$ cat config.mk
export PLATFORM = sky130hd
export DESIGN_NAME = vga_timing_gen
export DESIGN_NICKNAME = d
export VERILOG_FILES = /design/src/rtl/vga_timing_pkg.sv /design/src/rtl/pix_clk_en_div.sv /design/src/rtl/vga_timing_gen.sv
export SDC_FILE = /design/constraint.sdc
export NUM_CORES = 1
export LEC_CHECK = 0
export ABC_CLOCK_PERIOD_IN_PS = 3200
export CORE_AREA = 4 4 59 61
export CTS_BUF_LIST = sky130_fd_sc_hd__clkbuf_4
export DETAILED_ROUTE_END_ITERATION = 7
export DIE_AREA = 0 0 63 65
export GPL_TIMING_DRIVEN = 1
export MAX_ROUTING_LAYER = met4
export PLACE_DENSITY = 0.83
export SLEW_MARGIN = 20
export SYNTH_ARGS = -nofsm -noshare
export SYNTH_HDL_FRONTEND = slang
export SYNTH_SLANG_ARGS = --single-unit
$ cat constraint.sdc
create_clock -name clk -period 3.2 [get_ports clk]
set_input_delay 0.32 -clock clk [delete_from_list [all_inputs] [get_ports clk]]
set_output_delay 0.32 -clock clk [all_outputs]
set_load 0.05 [all_outputs]
$ cat src/rtl/vga_timing_pkg.sv
// Shared constants for the VGA raster timing generator: default 640x480@60 mode,
// coordinate width and derived sync window points.
package vga_timing_pkg;

    localparam int COORD_W = 11;

    typedef logic [COORD_W-1:0] coord_t;

    localparam int DEF_CLK_DIV  = 2;
    localparam int DEF_H_VIS    = 640;
    localparam int DEF_H_FP     = 16;
    localparam int DEF_H_SYNC   = 96;
    localparam int DEF_H_BP     = 48;
    localparam int DEF_V_VIS    = 480;
    localparam int DEF_V_FP     = 10;
    localparam int DEF_V_SYNC   = 2;
    localparam int DEF_V_BP     = 33;
    localparam bit DEF_SYNC_POL = 1'b0;

    function automatic int axis_total(input int vis, input int fp, input int sync, input int bp);
        return vis + fp + sync + bp;
    endfunction

    localparam int H_TOTAL = axis_total(DEF_H_VIS, DEF_H_FP, DEF_H_SYNC, DEF_H_BP);
    localparam int V_TOTAL = axis_total(DEF_V_VIS, DEF_V_FP, DEF_V_SYNC, DEF_V_BP);

    // Sync windows are half-open: [START, END).
    localparam int H_SYNC_START = DEF_H_VIS + DEF_H_FP;
    localparam int H_SYNC_END   = H_SYNC_START + DEF_H_SYNC;
    localparam int V_SYNC_START = DEF_V_VIS + DEF_V_FP;
    localparam int V_SYNC_END   = V_SYNC_START + DEF_V_SYNC;

endpackage

$ cat src/rtl/pix_clk_en_div.sv
// Pixel-rate enable: divides the system clock by CLK_DIV into a registered one-clock strobe.
module pix_clk_en_div #(
    parameter int CLK_DIV = 2
) (
    input  logic clk_i,
    input  logic rst_i,
    output logic pix_en_o
);

    localparam int CNT_W = (CLK_DIV > 1) ? $clog2(CLK_DIV) : 1;
    localparam logic [CNT_W-1:0] CNT_LAST = CNT_W'(CLK_DIV - 1);

    logic [CNT_W-1:0] cnt_q;
    logic [CNT_W-1:0] cnt_d;
    logic             pix_en_q;

    always_comb begin
        cnt_d = (cnt_q == CNT_LAST) ? '0 : cnt_q + 1'b1;
    end

    // The strobe is registered from the terminal count, so the first one lands CLK_DIV clocks after reset.
    always_ff @(posedge clk_i) begin
        if (rst_i) begin
            cnt_q    <= '0;
            pix_en_q <= 1'b0;
        end else begin
            cnt_q    <= cnt_d;
            pix_en_q <= (cnt_q == CNT_LAST);
        end
    end

    assign pix_en_o = pix_en_q;

endmodule

$ cat src/rtl/vga_timing_gen.sv
// VGA raster timing: h/v counters advanced on the pixel strobe, with blank, syncs and
// start pulses registered from the next-state counters so they carry no skew.
module vga_timing_gen
    import vga_timing_pkg::*;
#(
    parameter int CLK_DIV  = DEF_CLK_DIV,
    parameter int H_VIS    = DEF_H_VIS,
    parameter int H_FP     = DEF_H_FP,
    parameter int H_SYNC   = DEF_H_SYNC,
    parameter int H_BP     = DEF_H_BP,
    parameter int V_VIS    = DEF_V_VIS,
    parameter int V_FP     = DEF_V_FP,
    parameter int V_SYNC   = DEF_V_SYNC,
    parameter int V_BP     = DEF_V_BP,
    parameter bit SYNC_POL = DEF_SYNC_POL
) (
    input  logic               clk,
    input  logic               rst,
    output logic               pix_en,
    output logic [COORD_W-1:0] hcounter,
    output logic [COORD_W-1:0] vcounter,
    output logic               blank,
    output logic               Hsync,
    output logic               Vsync,
    output logic               line_start,
    output logic               frame_start
);

    localparam int HT = axis_total(H_VIS, H_FP, H_SYNC, H_BP);
    localparam int VT = axis_total(V_VIS, V_FP, V_SYNC, V_BP);

    localparam coord_t H_LAST   = coord_t'(HT - 1);
    localparam coord_t V_LAST   = coord_t'(VT - 1);
    localparam coord_t H_VIS_C  = coord_t'(H_VIS);
    localparam coord_t V_VIS_C  = coord_t'(V_VIS);
    localparam coord_t HS_START = coord_t'(H_VIS + H_FP);
    localparam coord_t HS_END   = coord_t'(H_VIS + H_FP + H_SYNC);
    localparam coord_t VS_START = coord_t'(V_VIS + V_FP);
    localparam coord_t VS_END   = coord_t'(V_VIS + V_FP + V_SYNC);

    generate
        if (HT > (1 << COORD_W) || VT > (1 << COORD_W)) begin : g_bad_total
            $error("vga_timing_gen: H_TOTAL/V_TOTAL exceed the counter range");
        end
        if (CLK_DIV < 1) begin : g_bad_div
            $error("vga_timing_gen: CLK_DIV must be at least 1");
        end
    endgenerate

    logic   pix_strobe;
    coord_t h_q, h_d;
    coord_t v_q, v_d;
    logic   blank_q, blank_d;
    logic   hsync_q, hsync_d;
    logic   vsync_q, vsync_d;
    logic   line_start_q, line_start_d;
    logic   frame_start_q, frame_start_d;

    pix_clk_en_div #(
        .CLK_DIV (CLK_DIV)
    ) u_div (
        .clk_i    (clk),
        .rst_i    (rst),
        .pix_en_o (pix_strobe)
    );

    // Decoding from h_d/v_d keeps the registered outputs aligned with the counters they describe.
    always_comb begin
        h_d           = h_q;
        v_d           = v_q;
        line_start_d  = 1'b0;
        frame_start_d = 1'b0;
        if (pix_strobe) begin
            if (h_q == H_LAST) begin
                h_d          = '0;
                line_start_d = 1'b1;
                if (v_q == V_LAST) begin
                    v_d           = '0;
                    frame_start_d = 1'b1;
                end else begin
                    v_d = v_q + 1'b1;
                end
            end else begin
                h_d = h_q + 1'b1;
            end
        end
        blank_d = (h_d >= H_VIS_C) || (v_d >= V_VIS_C);
        hsync_d = ((h_d >= HS_START) && (h_d < HS_END)) ? SYNC_POL : ~SYNC_POL;
        vsync_d = ((v_d >= VS_START) && (v_d < VS_END)) ? SYNC_POL : ~SYNC_POL;
    end

    always_ff @(posedge clk) begin
        if (rst) begin
            h_q           <= '0;
            v_q           <= '0;
            blank_q       <= 1'b0;
            hsync_q       <= ~SYNC_POL;
            vsync_q       <= ~SYNC_POL;
            line_start_q  <= 1'b0;
            frame_start_q <= 1'b0;
        end else begin
            h_q           <= h_d;
            v_q           <= v_d;
            blank_q       <= blank_d;
            hsync_q       <= hsync_d;
            vsync_q       <= vsync_d;
            line_start_q  <= line_start_d;
            frame_start_q <= frame_start_d;
        end
    end

    assign pix_en      = pix_strobe;
    assign hcounter    = h_q;
    assign vcounter    = v_q;
    assign blank       = blank_q;
    assign Hsync       = hsync_q;
    assign Vsync       = vsync_q;
    assign line_start  = line_start_q;
    assign frame_start = frame_start_q;

endmodule

# Word-level counts from Yosys, hierarchy flattened
# Index checks and enable logic that the tools add are counted.
# word_totals
inputBits	2
regBits	29
elab_cells	37
# op_classes
magnitude_cmp	6
muxes	9
reduce_logical	6
bitwise	2
n_eq_ne	2
add_sub_neg	3
# op_table
cell	count
$mux 11	5
$add 11x1->11 const B	2
$eq 11x10->1 const B	2
$ge 11x10->1 const B	2
$ge 11x9->1 const B	2
$lt 11x10->1 const B	1
$lt 11x9->1 const B	1
$mux 1	4
$reduce_or 2->1	2
$reduce_or 3->1	1
$logic_and 1x1->1	2
$not 1->1	2
$add 1x1->1 const B	1
$logic_or 1x1->1	1

# Longest topological paths before layout
# Gate-level depths: netlist of the first run.
# logic_depth
depth_word	7
ltp_mapped	9
ltp_nobuf	8

# Cells and area by module
# Synthesis of the first run repeated with hierarchy kept, for this count alone.
# unflattened
hier_cells	186
area_unflattened_um2	1565.3
# by_module_without_submodules
mod	instances	seq_area_each_um2	cells_per_inst	area_each_um2
vga_timing_gen	1	540.5	182	1507.7
pix_clk_en_div	1	40.0	4	57.6

# Worst setup path after synthesis of the first run
# OpenSTA, ideal clock, no wires.
# synth_path
path_kind	reg-to-reg
start	register h_q[0], in the netlist hcounter[0]
end	register hsync_q, in the netlist Hsync
arrival_time_ns	2.656
slack_ns	0.410
path_buffers	0
path_stages_with_launch	8
setup_time_ns	0.134
cell_sequence	dfxtp_1 -> ha_1 -> nand2_4 -> or3_4 -> or4_1 -> a21oi_1 -> a41oi_1 -> or4b_1
# synth_between
elab_chain_len	6
elab_cells_between_ends	8
# synth_lines
item	line_no	rtl
start: declaration	vga_timing_gen.sv:51	coord_t h_q, h_d;
start signal: assignment	vga_timing_gen.sv:94	h_q <= '0;
start signal: assignment	vga_timing_gen.sv:102	h_q <= h_d;
$add 11x1->11 or $eq 11x10->1 (tied branches)	vga_timing_gen.sv:84, vga_timing_gen.sv:74	
$mux 11	vga_timing_gen.sv:74	if (h_q == H_LAST) begin
$mux 11 (*)	vga_timing_gen.sv:73	if (pix_strobe) begin
$ge 11x10->1 or $lt 11x10->1 (tied branches)	vga_timing_gen.sv:88	hsync_d = ((h_d >= HS_START) && (h_d < HS_END)) ? SYNC_POL : ~SYNC_POL;
$logic_and 1x1->1 (*)	vga_timing_gen.sv:88	
$mux 1 (*)	vga_timing_gen.sv:88	
end signal: assignment	vga_timing_gen.sv:97	hsync_q <= ~SYNC_POL;
end signal: assignment	vga_timing_gen.sv:105	hsync_q <= hsync_d;
end: declaration	vga_timing_gen.sv:54	logic hsync_q, hsync_d;
# Mark *: on every way between the ends. The rest lies on a longest branch, timed or not.
# A chain may end at the register's enable or synchronous reset.

# Final worst setup path of the first run
# Ends and elaborated chain as after synthesis.

==> results_dict.tcl, run 1 <==
set metrics [dict create \
    outcome "completed" \
    fill_cells 254 \
    final_cell_area_um2 1830 \
    synth.cell_area_um2 1500 \
    final.setup.tns_ns 0 \
    end_kind "register" \
    p_leak_nw 0.634 \
    setup-violations-final 0 \
    synthesis.nets 179 \
    wl_met3_um 117 \
    slew_violations 0 \
    core-area_um2 2980 \
    wl_met1_um 1600 \
    fmax_mhz 398 \
    cts_tree "done" \
    avgSynthCellArea_um2 8.61 \
    ys.flop_type "dfxtp_1" \
    die_h_um 65 \
    cts_made_buffers 5 \
    path_buf_inv 0 \
    worstMarginPinSlew_ns 0.627 \
    period_share 0.784 \
    clock_latency_ns 0.31 \
    finalCriticalPeriod_ns 2.51 \
    grt_usage 0.187 \
    synth_top_area_frac 0.387 \
    routedWlPerCell_um 14.3 \
    rows 20 \
    critical_path_class "reg2reg" \
    die_area_um2 4100 \
    worstPathMaxFanout 5 \
    holdPathEnd "u_div.cnt_q$_SDFF_PP0_" \
    postRouteAntennaNets 0 \
    maxSlewHeadroom 0.579 \
    p_sw_frac 0.229 \
    postCtsHoldBufs 0 \
    slowest_stage "or4_1" \
    synth_edf_count 0 \
    worstHoldPathType "reg2reg" \
    drcViolationCount 0 \
    dp_slack_ns 0.709 \
    place_area_um2 1780 \
    ys_types 43 \
    async_flop_share 0 \
    hold_start "u_div.cnt_q$_SDFF_PP0_" \
    max-cap-violations 0 \
    diodes 0 \
    layout-drive-gt1-share 0.0878 \
    synth.largest_area_cell "dfxtp_1" \
    clock_sinks 29 \
    setup_ws_ns 0.691 \
    synth_area_leaders "dfxtp_1 39%, nand2_1 4.5%, nor2_1 4.3%" \
    dr.pass1.iters 4 \
    multi_input_area_um2 832 \
    antenna_found_initial 0 \
    power_frac_comb 0.038 \
    crit_chain "ha_1 > nand2_4 > or3_4 > or4_1 > a21oi_1 > a41oi_1 > or4b_1" \
    synth_warnings 0 \
    grt_start_max_net_pins 25 \
    die_w_um 63 \
    cts_setup_buffers 0 \
    r2r-end "Hsync$_SDFF_PP1_" \
    cts_resized 0 \
    vias 1385 \
    num_io_pins 30 \
    htree_levels 2 \
    start_util 0.503 \
    worstPathRequired_ns 3.39 \
    yosysSeqAreaShare 0.387 \
    reg2reg_from "hcounter[0]$_SDFF_PP0_" \
    grt_overflow_total 0 \
    hold_violations 0 \
    top_layer "met4" \
    grt_pass1_vias 1303 \
    met2WireLength_um 1630 \
    clk_pin_slew_ns 0.09 \
    p_seq_frac 0.616 \
    crit_arrival_ns 2.70 \
    holdPathStages 1 \
    io_buffers 29 \
    r2r_slack_ns 0.69 \
    r2r_cells 7 \
    synth_cells 174 \
    dr.first_iter.drc_count 55 \
    cts_root_buffer "clkbuf_4" \
    rsz0062_at_grt "false" \
    pwr-share-clk 0.346 \
    internal-power_mw 0.459 \
    ys_seq_elements 29 \
    avgViaCountPerCell 5.82 \
    final_nets 210 \
    irDropWorstVdd_mv 0.250 \
    clock_path_buffers 2 \
    regArea_um2 581 \
    routabilityCongestion 0.897 \
    cp_top_family "simple AND/OR/NAND/NOR gates" \
    skew_ns 0.00930 \
    drt_wl_total_um 3410 \
    grt_pass1_wl_um 5970 \
    max_stage_delay_ns 0.47 \
    syn_to_final_growth_pct 22.1 \
    power_density_nw_per_um2 325 \
    startpoint_type "register" \
    switchingPower_mw 0.136 \
    hpwlAfterDp_um 2450 \
]
per-stage QoR:
stage	total power, mW	hold slack (ns)	instances	utilization
floorplan	0.392	0.385	174	-
global placement	0.398	0.392	231	0.598
detailed placement	0.398	0.397	231	0.598
CTS	0.602	0.409	238	0.615
global route	0.628	0.446	238	0.615
finish	0.596	0.407	238	0.615
state kept, by name (all words and copies together), names as in the netlist:
signal / cells
u_div.cnt_q: 1
u_div.pix_en_o: 1
hcounter: 11
vcounter: 11
line_start: 1
frame_start: 1
Hsync: 1
blank: 1
Vsync: 1
kinds of logic after synthesis:
family / share of synthesized area
buffers and inverters: 0.0576
XOR/XNOR: 0.0701
adder cells (fa/ha/maj): 0.0250
multiplexers: 0.0142
flip-flops: 0.387
AO/OA/AOI/OAI: 0.118
AND/OR/NAND/NOR: 0.328
how the worst max path moves through the flow:
stage	startpoint	to	slack, ns	depth (start not counted)
6_report	hcounter[0]$_SDFF_PP0_	Hsync$_SDFF_PP1_	0.69	7
5_1_grt	hcounter[5]$_SDFF_PP0_	blank$_SDFF_PP0_	0.50	6
4_1_cts	hcounter[0]$_SDFF_PP0_	Hsync$_SDFF_PP1_	0.70	7
3_5_place_dp	hcounter[0]$_SDFF_PP0_	Hsync$_SDFF_PP1_	0.71	7
3_3_place_gp	hcounter[5]$_SDFF_PP0_	blank$_SDFF_PP0_	0.76	6
2_1_floorplan	hcounter[0]$_SDFF_PP0_	Hsync$_SDFF_PP1_	0.41	7
per-layer routing:
metal  global-route usage  vias up
met5                    -        -
met4               0.0882        0
met3               0.0399        7
met2                0.306       30
met1                0.219      656
li1                     -      692
synth_stat cells, types with 2 or more instances:
cell type	count
nor3_1	8
nand4_1	9
nand3_1	9
ha_1	3
o31a_1	2
and3_1	3
a31oi_1	4
inv_1	6
nor2_1	17
o21ai_0	5
nor2b_1	2
and3_2	2
or4_4	2
and2_1	2
xor2_1	7
or3_1	3
clkbuf_1	3
a21boi_0	2
clkbuf_8	3
o22ai_1	3
a21oi_1	8
nand2_1	18
dfxtp_1	29
xnor2_1	5
power by group through the flow:
stage                     Combinational (mW)  Sequential [mW]  Clock [mW]
after floorplan                       0.0109            0.381           0
after global placement                0.0226            0.375           0
final                                 0.0227            0.367       0.206
after global routing                  0.0244            0.368       0.236
after detailed placement              0.0227            0.375           0
after CTS                             0.0229            0.367       0.212
layout by cell type, fill, tap and decap left out, drive strengths merged, types with 3 or more instances in the layout:
| cell | count |
|---|---|
| nor3 | 9 |
| xor2 | 7 |
| clkdlybuf4s50 | 29 |
| nand2 | 19 |
| nand3 | 9 |
| or3 | 4 |
| nand4 | 9 |
| and2 | 3 |
| xnor2 | 5 |
| and3 | 5 |
| or4 | 3 |
| a21oi | 8 |
| inv | 6 |
| o21ai | 5 |
| o22ai | 3 |
| dfxtp | 29 |
| nor2 | 17 |
| clkbuf | 6 |
| ha | 3 |
| a31oi | 4 |
area by class of cell:
type / count / area share
multi-input cells: 132 / 0.455
inverters: 6 / 0.0123
flip-flops and latches: 29 / 0.317
well taps: 33 / 0.0226
clock inverters: 1 / 0.00205
repair buffers: 31 / 0.167
clock buffers: 6 / 0.0246
Note: power is estimated with default switching activity, not from simulation.
==> run 2, diff against run 1 <==
- ABC_CLOCK_PERIOD_IN_PS: 3200 -> 2200
- CORE_AREA: 4 4 59 61 -> 4 4 61 63
- DIE_AREA: 0 0 63 65 -> 0 0 65 67
- PLACE_DENSITY: 0.83 -> 0.82
- clock period: 3.2 -> 2.2 ns (I/O delays scaled with it)
==> run 2 against run 1 <==
Clock-buffer cell count is the same. Clock skew barely moved. Fmax up 17%. Cell count rose by 13%. Non-clock buffer count increased by 16. Design area rose by 15%. Flip-flop and latch count unchanged. Register-to-register slack worse by 0.63 ns. Via count grew 6.2%. Combinational power rose by 80%. Critical path type unchanged. Critical endpoint is now blank$_SDFF_PP0_.
==> results_dict.tcl, run 2 (synthesis results as in run 1) <==
set metrics [dict create \
    outcome "completed" \
    postRouteAntennaNets 0 \
    grt_pass1_wl_um 6280 \
    skew_ns 0.00889 \
    final_common_cell "clkdlybuf4s50_1" \
    fill_cells 276 \
    dr.first_iter.drc_count 67 \
    max-cap-violations 0 \
    cts_made_buffers 5 \
    hold_violations 0 \
    switchingPower_mw 0.230 \
    p_sw_frac 0.227 \
    cts_root_buffer "clkbuf_4" \
    die_area_um2 4360 \
    rsz0062_at_grt "true" \
    power_density_nw_per_um2 482 \
    dpl.cell_count 257 \
    setup-violations-final 0 \
    grt_pass1_vias 1345 \
    vias 1471 \
    postCtsHoldBufs 0 \
    startpoint_type "register" \
    p_seq_frac 0.518 \
    whs_ns 0.418 \
    syn_to_final_growth_pct 40.7 \
    period_share 0.974 \
    diodes 0 \
    final_nets 226 \
    grt_start_max_net_pins 24 \
    die_h_um 67 \
    clock_latency_ns 0.35 \
    internal-power_mw 0.786 \
    routabilityCongestion 0.992 \
    avgViaCountPerCell 5.49 \
    power_frac_comb 0.040 \
    grt_usage 0.194 \
    die_w_um 65 \
    rows 21 \
    drt_wl_total_um 3910 \
    htree_levels 2 \
    irDropWorstVdd_mv 0.352 \
    hpwlAfterDp_um 2640 \
    layout-drive-gt1-share 0.248 \
    antenna_found_initial 0 \
    worstHoldPathType "reg2reg" \
    p_leak_nw 0.751 \
    worstPathRequired_ns 2.43 \
    num_io_pins 30 \
    layout_common_cells "29 x clkdlybuf4s50_1, 18 x dfxtp_1, 18 x nand2_1" \
    fmax_mhz 466 \
    dr.pass1.iters 4 \
    slew_violations 0 \
    start_util 0.464 \
    clock_sinks 29 \
    cts_tree "done" \
    critical_path_class "reg2reg" \
    grt_overflow_total 0 \
    clock_path_buffers 2 \
    io_buffers 29 \
    core-area_um2 3230 \
    routedWlPerCell_um 14.6 \
    worstMarginPinSlew_ns 0.510 \
    clk_pin_slew_ns 0.10 \
    maxSlewHeadroom 0.659 \
    end_kind "register" \
    final_cell_count_no_fill 268 \
    pwr-share-clk 0.442 \
    drcViolationCount 0 \
    worstPathMaxFanout 6 \
    crit_arrival_ns 2.38 \
    finalCriticalPeriod_ns 2.14 \
]
-- run 2: metrics by stage --
step           setup TNS [ns]  setup WS, ns  area [µm²]   util  total power, mW
3_3_place_gp                0        0.0261        1950  0.604            0.576
4_1_cts               -0.0183       -0.0183        2040  0.631             1.01
5_1_grt               -0.0365       -0.0252        2110  0.652             1.06
6_report                    0        0.0562        2110  0.652             1.02
2_1_floorplan         -0.0969       -0.0969        1560      -            0.565
3_5_place_dp         -0.00249      -0.00249        1950  0.604            0.576
-- run 2: power by group through the flow --
stage	clock [mW]	sequential, mW	combinational (mW)
finish	0.449	0.526	0.0409
global route	0.487	0.527	0.0433
CTS	0.450	0.527	0.0374
detailed placement	0	0.539	0.0369
global placement	0	0.539	0.0367
floorplan	0	0.549	0.0168
-- run 2: final timing paths --
check                            to                     from  slack (ns)  cells past startpoint
max                blank$_SDFF_PP0_  hcounter[10]$_SDFF_PP0_        0.06                      6
min          u_div.cnt_q$_SDFF_PP0_   u_div.cnt_q$_SDFF_PP0_        0.42                      1
max reg2reg        blank$_SDFF_PP0_  hcounter[10]$_SDFF_PP0_        0.06                      6
min reg2reg  u_div.cnt_q$_SDFF_PP0_   u_div.cnt_q$_SDFF_PP0_        0.42                      1
-- run 2: area by class of cell --
| cell class | count | area, µm² | area share |
|---|---|---|---|
| Multi-Input combinational cell | 132 | 908 | 0.431 |
| Sequential cell | 29 | 612 | 0.290 |
| Inverter | 6 | 22.5 | 0.0107 |
| Timing Repair Buffer | 47 | 429 | 0.204 |
| Clock buffer | 6 | 45.0 | 0.0214 |
| Clock inverter | 2 | 33.8 | 0.0160 |
| Tap cell | 46 | 57.6 | 0.0273 |
-- run 2: worst max-delay path, cell delays in order, from the launching register on --
cell and delay (ns):
dfxtp_4 0.35, or4_4 0.57, or4_4 0.50, o21ai_0 0.17, o22ai_1 0.13, o21ai_0 0.20
a31oi_1 0.11
-- run 2: what timing repair did --
| action | 4_1_cts | 5_1_grt |
|---|---|---|
| gates resized for setup | 2 | 8 |
| buffers inserted | 0 | 3 |
| setup endpoints to repair | 3 | 4 |
| gates cloned | 0 | 0 |
| pin swaps | 1 | 6 |
-- run 2: metal layers --
| metal | vias up | GRT usage | wire length, µm |
|---|---|---|---|
| li1 | 724 | - | - |
| met1 | 703 | 0.242 | 1860 |
| met2 | 35 | 0.281 | 1810 |
| met3 | 9 | 0.0506 | 145 |
| met4 | 0 | 0.113 | 95 |
| met5 | - | - | 0 |
==> edit: new RTL, config.mk and constraints of run 1 <==
`COORD_W`: 11 -> 13.
--- a/src/rtl/vga_timing_pkg.sv
+++ b/src/rtl/vga_timing_pkg.sv
@@ -2,7 +2,7 @@
 // coordinate width and derived sync window points.
 package vga_timing_pkg;
 
-    localparam int COORD_W = 11;
+    localparam int COORD_W = 13;
 
     typedef logic [COORD_W-1:0] coord_t;
 
Interface: changed (resized hcounter and vcounter); port bits go from 30 to 34. No check against the original RTL was run, so the function may have changed too.
==> edit against run 1 <==
Routed wire length up 26%. Design area up 19%. Total power up 14%. Sequential cell count up 4. Hold slack better by 17 ps. Count of clock-buffer cells in the layout unchanged. Worst setup slack better by 91 ps. Synthesized area up 21%. Critical path type unchanged.
==> edit: results (changes against run 1) <==
| Metric | Value |
|---|---|
| Outcome | completed (unchanged) |
| Commonest cells in the netlist | dfxtp_1 (33), nor2_1 (24), nand2_1 (16), nand3_1 (15) (was dfxtp_1 (29), nand2_1 (18), nor2_1 (17), nand3_1 (9), nand4_1 (9)) |
| Routed WL per cell | 15.4 um (was 14.3 um) |
| Clock Pin Slew Worst Setup and Hold Paths | 110 ps (was 90 ps) |
| Crit path from | hcounter[0] (unchanged) |
| CP max stage delay | 440 ps (was 470 ps) |
| Post-Synthesis Cells | 219 (was 174) |
| Slowest stage cell, crit path | and4_4 (was or4_1) |
| Routability cong. | 0.895 (was 0.897) |
| H-tree depth | 2 (unchanged) |
| NumNets Final | 251 (was 210) |
| Grt peak-use layer | met2 (unchanged) |
| Diode count | 0 (unchanged) |
| Ranking of synthesized cells by area | dfxtp_1 (36%), xnor2_1 (5.3%), nor2_1 (5.0%) (was dfxtp_1 (39%), nand2_1 (4.5%), nor2_1 (4.3%)) |
| GR met3 Demand/Resource | 0.0797 (was 0.0399) |
| Worst min path class | flop to flop (unchanged) |
| Hold Crit Start | u_div.cnt_q (unchanged) |
| Via-to-Cell Ratio | 6.22 (was 5.82) |
| Register area share after synthesis | 0.363 (was 0.387) |
| Clk root buf | clkbuf_4 (unchanged) |
| Total Wirelength | 4.30 mm (was 3.41 mm) |
| Met2 Use GR | 0.344 (was 0.306) |
| First-pass GRT wire length | 7.39 mm (was 5.97 mm) |
| Clock tree buffer depth | 2 (unchanged) |
| VDD IR max | 237 uV (was 250 uV) |
| Initial antenna violation count | 0 (unchanged) |
| Worst EP required | 3430 ps (was 3390 ps) |
| YS warnings | 0 (unchanged) |
| Placed Cells | 272 (was 231) |
| Final Skew | 6.73 ps (was 9.30 ps) |
| Max FO, Critical Path | 20 (was 5) |
| DR top layer | met4 (unchanged) |
| DR pass1 iterations | 4 (unchanged) |
| Met1 WL | 1.93 mm (was 1.60 mm) |
| Grt met1 use | 0.302 (was 0.219) |
| Post-CTS Resized | 0 (unchanged) |
| Ys async rst share | 0 (unchanged) |
| Total CTS buffers | 5 (unchanged) |
| # Post-CTS Setup Buffers | 0 (unchanged) |
| GRT Total Usage | 0.237 (was 0.187) |
| IO buf count | 33 (was 29) |
| Residual DRC | 0 (unchanged) |
| Slew HR | 0.653 (was 0.579) |
| Worst slack, placed | 834 ps (was 709 ps) |
| Vias in the first global route | 1581 (was 1303) |
| Layout cell share with drive strength beyond 1 | 0.0486 (was 0.0878) |
| Met3 Wirelength | 386 um (was 117 um) |
| Leakage | 0.000743 uW (was 0.000634 uW) |
| Metal2 WL | 1.90 mm (was 1.63 mm) |
| First DRT Iteration DRCs | 125 (was 55) |
| Largest net degree at the start of global routing | 21 (was 25) |
| Detailed Place HPWL | 3.09 mm (was 2.45 mm) |
| Post-synthesis cell type count | 45 (was 43) |
| Clk Latency, worst-skew pair | 340 ps (was 310 ps) |
## edit: layout make-up
| class | count | area, sq um |
|---|---|---|
| clock buffers | 6 | 45.0 |
| multi-input cells | 170 | 1070 |
| inverters | 2 | 7.51 |
| clock inverters | 2 | 10.0 |
| well taps | 33 | 41.3 |
| repair buffers | 34 | 338 |
| flip-flops and latches | 33 | 661 |
| fillers | 244 | 806 |
## edit: worst paths after layout
check / end / slack, ps / cells after the start
hold reg to reg: u_div.cnt_q / 420 / 1
hold / removal: u_div.cnt_q / 420 / 1
setup reg to reg: Vsync / 780 / 7
setup / recovery: Vsync / 780 / 7
## edit: per-stage QoR
step | area, sq um | util | hold slack (ps)
after floorplan | 1820 | - | 385
after global placement | 2120 | 0.711 | 396
after detailed placement | 2120 | 0.711 | 413
after CTS | 2170 | 0.729 | 428
after global routing | 2170 | 0.729 | 464
final | 2170 | 0.729 | 424
## edit: logic make-up (layout without fill, tap and decap cells)
kind of cell,Yosys count,after routing,share of synthesized area
AO/OA/AOI/OAI,33,33,0.116
buffers and inverters,16,44,0.0488
multiplexers,2,2,0.0110
AND/OR/NAND/NOR,111,111,0.339
XOR/XNOR,21,21,0.101
adder cells (fa/ha/maj),3,3,0.0206
flip-flops,33,33,0.363
## edit: worst max-delay path: cells and delay by family (launching register included)
family	cells	cell delay [ps]
adder cells (fa/ha/maj)	1	240
AND/OR/NAND/NOR	5	1480
XOR/XNOR	1	170
flip-flops	1	410
## edit: where the power goes
group	internal (uW)	total, uW	switching (uW)
Clock	92.1	240	148
Sequential	413	416	3.06
Combinational	7.43	22.2	14.8
Total	513	679	166
